[src/rtl/gsim_pkg.sv]
// Shared constants, FSM encoding and helpers for the GSIM host-side stream driver.
package gsim_pkg;
   localparam int N           = 16;
   localparam int AW          = 4;
   localparam int BW          = 16;
   localparam int XW          = 32;
   localparam int FRAC_W      = 16;
   localparam int CW          = 16;
   localparam int TIMEOUT_CYC = 8192;
   localparam int WDW         = $clog2(TIMEOUT_CYC) + 1;

   localparam logic [AW-1:0]  LAST_IDX = AW'(N - 1);
   localparam logic [WDW-1:0] WD_LAST  = WDW'(TIMEOUT_CYC - 1);

   typedef enum logic [2:0] {
      IDLE = 3'd0,
      SEND = 3'd1,
      WAIT = 3'd2,
      RECV = 3'd3,
      DONE = 3'd4
   } state_t;

   function automatic logic [CW-1:0] sat_inc(input logic [CW-1:0] v);
      return (v == {CW{1'b1}}) ? v : v + 1'b1;
   endfunction
endpackage

[src/rtl/gsim_result_buf.sv]
// N x XW result register file: one write port, one read port with 1-cycle registered latency.
// A read of the entry written in the same cycle returns the previous contents.
module gsim_result_buf
   import gsim_pkg::*;
(
   input  logic          i_clk,
   input  logic          i_reset,
   input  logic          i_we,
   input  logic [AW-1:0] i_waddr,
   input  logic [XW-1:0] i_wdata,
   input  logic [AW-1:0] i_raddr,
   output logic [XW-1:0] o_rdata
);
   logic [XW-1:0] r_mem [N];
   logic [XW-1:0] r_rdata;

   always_ff @(posedge i_clk or negedge i_reset) begin
      if (!i_reset) begin
         for (int i = 0; i < N; i++) r_mem[i] <= '0;
         r_rdata <= '0;
      end else begin
         if (i_we) r_mem[i_waddr] <= i_wdata;
         r_rdata <= r_mem[i_raddr];
      end
   end

   assign o_rdata = r_rdata;
endmodule

[src/rtl/gsim_stream_driver.sv]
// Streams N stored b words to GSIM as one ungapped in_en burst, then captures N x words
// (out_valid stalls hold the index) and reports done/latency. Watchdog: GSIM_DRV_TIMEOUT_EN.
module gsim_stream_driver
   import gsim_pkg::*;
(
   input  logic          i_clk,
   input  logic          i_reset,
   input  logic          i_cfg_we,
   input  logic [AW-1:0] i_cfg_addr,
   input  logic [BW-1:0] i_cfg_wdata,
   input  logic          i_start,
   output logic          o_busy,
   output logic          o_done,
   output logic          o_timeout,
   output logic [CW-1:0] o_lat_cnt,
   output logic          o_in_en,
   output logic [BW-1:0] o_b_in,
   input  logic          i_out_valid,
   input  logic [XW-1:0] i_x_in,
   input  logic [AW-1:0] i_rd_addr,
   output logic [XW-1:0] o_rd_data
);
   state_t        r_state, w_state_nx;
   logic [AW-1:0] r_idx, w_idx_nx, w_idx_inc;
   logic          r_busy, w_busy_nx;
   logic          r_done, w_done_nx;
   logic          r_in_en, w_in_en_nx;
   logic [BW-1:0] r_b_in, w_b_in_nx, w_b_first;
   logic [CW-1:0] r_lat, w_lat_nx;
   logic [BW-1:0] r_b_mem [N];
   logic          w_cfg_wr, w_start;
   logic          w_buf_we;
   logic [AW-1:0] w_buf_waddr;
`ifdef GSIM_DRV_TIMEOUT_EN
   logic [WDW-1:0] r_wd, w_wd_nx;
   logic           r_timeout, w_timeout_nx;
`endif

   assign w_cfg_wr  = i_cfg_we & ~r_busy;
   assign w_start   = i_start & ~r_busy;
   assign w_idx_inc = r_idx + 1'b1;
   // A b[0] write coincident with start must be the value that goes out on beat 0
   assign w_b_first = (w_cfg_wr && i_cfg_addr == '0) ? i_cfg_wdata : r_b_mem[0];

   always_ff @(posedge i_clk or negedge i_reset) begin
      if (!i_reset) begin
         for (int i = 0; i < N; i++) r_b_mem[i] <= '0;
      end else if (w_cfg_wr) begin
         r_b_mem[i_cfg_addr] <= i_cfg_wdata;
      end
   end

   always_ff @(posedge i_clk or negedge i_reset) begin
      if (!i_reset) begin
         r_state <= IDLE;
         r_idx   <= '0;
         r_busy  <= 1'b0;
         r_done  <= 1'b0;
         r_in_en <= 1'b0;
         r_b_in  <= '0;
         r_lat   <= '0;
      end else begin
         r_state <= w_state_nx;
         r_idx   <= w_idx_nx;
         r_busy  <= w_busy_nx;
         r_done  <= w_done_nx;
         r_in_en <= w_in_en_nx;
         r_b_in  <= w_b_in_nx;
         r_lat   <= w_lat_nx;
      end
   end

`ifdef GSIM_DRV_TIMEOUT_EN
   always_ff @(posedge i_clk or negedge i_reset) begin
      if (!i_reset) begin
         r_wd      <= '0;
         r_timeout <= 1'b0;
      end else begin
         r_wd      <= w_wd_nx;
         r_timeout <= w_timeout_nx;
      end
   end
`endif

   always_comb begin
      w_state_nx  = r_state;
      w_idx_nx    = r_idx;
      w_busy_nx   = r_busy;
      w_done_nx   = r_done;
      w_in_en_nx  = 1'b0;
      w_b_in_nx   = '0;
      w_lat_nx    = r_lat;
      w_buf_we    = 1'b0;
      w_buf_waddr = r_idx;

      case (r_state)
         IDLE, DONE: begin
            if (w_start) begin
               w_state_nx = SEND;
               w_idx_nx   = '0;
               w_busy_nx  = 1'b1;
               w_done_nx  = 1'b0;
               w_lat_nx   = '0;
               w_in_en_nx = 1'b1;
               w_b_in_nx  = w_b_first;
            end
         end
         SEND: begin
            if (r_idx == LAST_IDX) begin
               w_state_nx = WAIT;
               w_idx_nx   = '0;
            end else begin
               w_idx_nx   = w_idx_inc;
               w_in_en_nx = 1'b1;
               w_b_in_nx  = r_b_mem[w_idx_inc];
            end
         end
         WAIT: begin
            w_lat_nx = sat_inc(r_lat);
            if (i_out_valid) begin
               w_buf_we    = 1'b1;
               w_buf_waddr = '0;
               w_idx_nx    = AW'(1);
               w_state_nx  = RECV;
            end
         end
         RECV: begin
            if (i_out_valid) begin
               w_buf_we = 1'b1;
               if (r_idx == LAST_IDX) begin
                  w_state_nx = DONE;
                  w_idx_nx   = '0;
                  w_busy_nx  = 1'b0;
                  w_done_nx  = 1'b1;
               end else begin
                  w_idx_nx = w_idx_inc;
               end
            end
         end
         default: begin
            w_state_nx = IDLE;
            w_idx_nx   = '0;
            w_busy_nx  = 1'b0;
         end
      endcase

`ifdef GSIM_DRV_TIMEOUT_EN
      w_wd_nx      = r_wd;
      w_timeout_nx = r_timeout;
      if (w_start) w_timeout_nx = 1'b0;
      if (r_state == SEND) begin
         w_wd_nx = '0;
      end else if (r_state == WAIT || r_state == RECV) begin
         w_wd_nx = r_wd + 1'b1;
         // A word arriving on the expiry cycle still lands; completion takes priority
         if (r_wd == WD_LAST && w_state_nx != DONE) begin
            w_state_nx   = DONE;
            w_idx_nx     = '0;
            w_busy_nx    = 1'b0;
            w_done_nx    = 1'b1;
            w_timeout_nx = 1'b1;
         end
      end
`endif
   end

   gsim_result_buf u_result_buf (
      .i_clk   (i_clk),
      .i_reset (i_reset),
      .i_we    (w_buf_we),
      .i_waddr (w_buf_waddr),
      .i_wdata (i_x_in),
      .i_raddr (i_rd_addr),
      .o_rdata (o_rd_data)
   );

   assign o_busy    = r_busy;
   assign o_done    = r_done;
   assign o_lat_cnt = r_lat;
   assign o_in_en   = r_in_en;
   assign o_b_in    = r_b_in;
`ifdef GSIM_DRV_TIMEOUT_EN
   assign o_timeout = r_timeout;
`else
   assign o_timeout = 1'b0;
`endif
endmodule

[config.mk]
export PLATFORM = sky130hd
export DESIGN_NAME = gsim_stream_driver
export DESIGN_NICKNAME = d
export VERILOG_FILES = /design/src/rtl/gsim_pkg.sv /design/src/rtl/gsim_result_buf.sv /design/src/rtl/gsim_stream_driver.sv
export SDC_FILE = /design/constraint.sdc
export NUM_CORES = 1
export LEC_CHECK = 0
export CORE_UTILIZATION = 52
export CTS_BUF_LIST = sky130_fd_sc_hd__clkbuf_8
export CTS_CLUSTER_SIZE = 30
export DETAILED_ROUTE_END_ITERATION = 16
export GPL_TIMING_DRIVEN = 0
export PLACE_DENSITY_LB_ADDON = 0.3
export SKIP_CTS_REPAIR_TIMING = 1
export SLEW_MARGIN = 20
export SYNTH_ARGS = -nofsm -noshare
export SYNTH_HDL_FRONTEND = slang
export SYNTH_SLANG_ARGS = --single-unit
[constraint.sdc]
create_clock -name i_clk -period 2.8 [get_ports i_clk]
set_clock_uncertainty 0.2 [all_clocks]
set_input_delay 0.56 -clock i_clk [delete_from_list [all_inputs] [get_ports i_clk]]
set_output_delay 0.56 -clock i_clk [all_outputs]
set_load 0.05 [all_outputs]
==> qor.csv <==
metric;value;unit
worstPathMaxFanout;10;
netlist_area;37300;um2
rsz0062_at_grt;true;
syn_to_final_growth;15.5;%
fill_cells;5204;
ir_drop;672;uV
status;finished with violations;
synthTopCellsByArea;dfrtp_1 56%, mux2_2 23%, mux4_2 12%;
globalplace.congestion;0.864;
min_period;2860;ps
track_usage;0.256;
io_buffers;122;
clk_path_buf_depth;3;
rows;97;
fin_nets;2739;
max_slew.worst_pin.slew;1080;ps
grt_pass1_wl;142000;um
reg2reg_slack;-60;ps
ys_seq_area_frac;0.565;
yosys.area.top_type;dfrtp_1;
setup_violations;20;
crit_chain;nor2b_1 > nand3_1 > nor3b_2 > buf_2 > mux2_2;
h-tree-depth;4;
power_density;833;nW/um2
dieArea;72800;um2
io_pins;129;
clkTransAtPathRegs;50;ps
ys.flop_type;dfrtp_1;
clock_sinks;842;
first_pass_iters;5;
drtIter0Drc;1567;
cp_num_buf_inv;1;
cts_tree;yes;
layout-drive-gt1-share;0.472;
grt_pass1_vias;24206;
viasPerCell;5.95;
worstPathRequired;3240;ps
synth_edf_count;0;
finalCritPeriodShare;1.02;
slew_headroom;0.277;
start_util;0.529;
slowest_stage;nor3b_2;
yosysWarnings;0;
start_kind;flip-flop;
clockRootBuffer;clkbuf_8;
fin_hold_ws;258;ps
wl_per_cell;24.4;um
ant_nets;0;
worst_setup_path_end_kind;flip-flop;
place_ws;-733;ps
yosys_register_bits;842;
fp.coreArea;70500;um2
worstHoldPathType;in2async;
slew_violations;0;
netlist-cell-type-count;59;
async_reset_ff_frac;1.00;
final_common_cell;dfrtp_1;
drv_cap;0;
grt-ovfl-total;0;
synth_top_area_share;0.565;
synth_cells;2399;
fp.dieW;270;um
synth_fp_nets;2462;
antenna_found_initial;7;
dp_hpwl;59800;um
die_h;270;um
layout_common_cells;842 x dfrtp_1, 772 x mux2_2, 192 x mux4_2;
critical_path.top_delay_family;simple AND/OR/NAND/NOR gates;
insertion_delay;780;ps
critical_path_class;reg2reg;
fmax;350;MHz
hold_viol;0;
synth.avg_cell_area;15.6;um2
grt_start_max_net_pins;108;
violations;negative setup slack;
slowest_delay;650;ps
setup_slack;-57.1;ps
tns;-599;ps
critPathArrivalTime;3300;ps
drc;0;
cts_buffers;141;
vias;22174;
totalWireLength;90900;um
total_leakage_power;20.5;nW
==> tightest hold or removal path, stage by stage <==
cell	delay (ps)
dlygate4sd3_1	570
buf_8	180
buf_16	320
==> per-layer routing <==
metal  share of wire  GRT usage  up-vias
met5         0.00053          0        -
met4           0.029     0.0972        8
met3           0.063     0.0665      189
met2            0.49      0.408      663
met1            0.42      0.337    11851
li1                -          -     9463
==> metrics by stage <==
stage / area [um2] / power [mW] / util / instances
floorplan: 37300 / 22.2 / - / 2399
global placement: 39700 / 24.7 / 0.563 / 3461
detailed placement: 39900 / 25.1 / 0.566 / 3469
CTS: 42800 / 36.0 / 0.607 / 3718
global route: 43100 / 37.7 / 0.611 / 3725
finish: 43100 / 35.9 / 0.611 / 3725
==> synth_stat cells (8+ instances only) <==
| cell | number |
|---|---|
| buf_2 | 75 |
| nand4_1 | 22 |
| mux2i_1 | 16 |
| o21ai_0 | 11 |
| clkbuf_1 | 105 |
| nor2_1 | 30 |
| nand3_1 | 45 |
| a22oi_1 | 15 |
| xor2_1 | 8 |
| nand2_1 | 135 |
| mux4_2 | 192 |
| mux2_2 | 772 |
| dfrtp_1 | 842 |
| a21oi_1 | 9 |
| a32oi_1 | 16 |
| mux2_1 | 12 |
| nor2b_1 | 8 |
==> flip-flops by register name (all words and copies together), names as in the netlist <==
signal and cells:
u_result_buf.r_mem 512, r_b_mem 256, u_result_buf.o_rdata 32, o_b_in 16, o_lat_cnt 16, r_idx 4
r_state 3, o_busy 1, o_done 1, o_in_en 1
==> power breakdown <==
part	switching, mW	internal, mW	total (mW)
logic	4.39	4.43	8.82
clock network	4.96	5.86	10.8
registers	1.40	14.8	16.2
==> final timing paths <==
path / startpoint / end / depth (start not counted)
worst max-delay path: o_busy / r_b_mem[27] / 5
worst min register to register: u_result_buf.r_mem[254] / u_result_buf.r_mem[254] / 1
worst min-delay path: i_reset / u_result_buf.o_rdata[4] / 3
max in group asynchronous: i_reset / u_result_buf.o_rdata[23] / 6
worst max register to register: o_busy / r_b_mem[27] / 5
min in group i_clk: i_rd_addr[2] / u_result_buf.o_rdata[0] / 2
==> logic make-up (layout without fill, tap and decap cells) <==
kind of cell / count (synthesis) / in the layout / share of synthesized area
xor gates and xnor gates: 12 / 12 / 0.00302
buffers and inverters: 198 / 581 / 0.0239
adders and majority gates: 2 / 2 / 0.000671
DFF: 842 / 842 / 0.565
other: 1 / 4 / 0.000100
muxes: 992 / 992 / 0.357
AOI/OAI and AO/OA: 70 / 70 / 0.0144
and+or+nand+nor: 282 / 282 / 0.0364
==> final cells by class <==
class / instances / area (um2) / share of cell area
sequential: 842 / 21100 / 0.489
multi-input combinational: 1359 / 15400 / 0.359
clock buffer: 183 / 2520 / 0.0585
timing repair buffer: 135 / 1560 / 0.0363
tap: 940 / 1180 / 0.0273
buffer: 195 / 967 / 0.0224
clock inverter: 66 / 327 / 0.00758
inverter: 2 / 7.51 / 0.000174
antenna: 3 / 7.51 / 0.000174
Power figures use the tool's default switching activity.
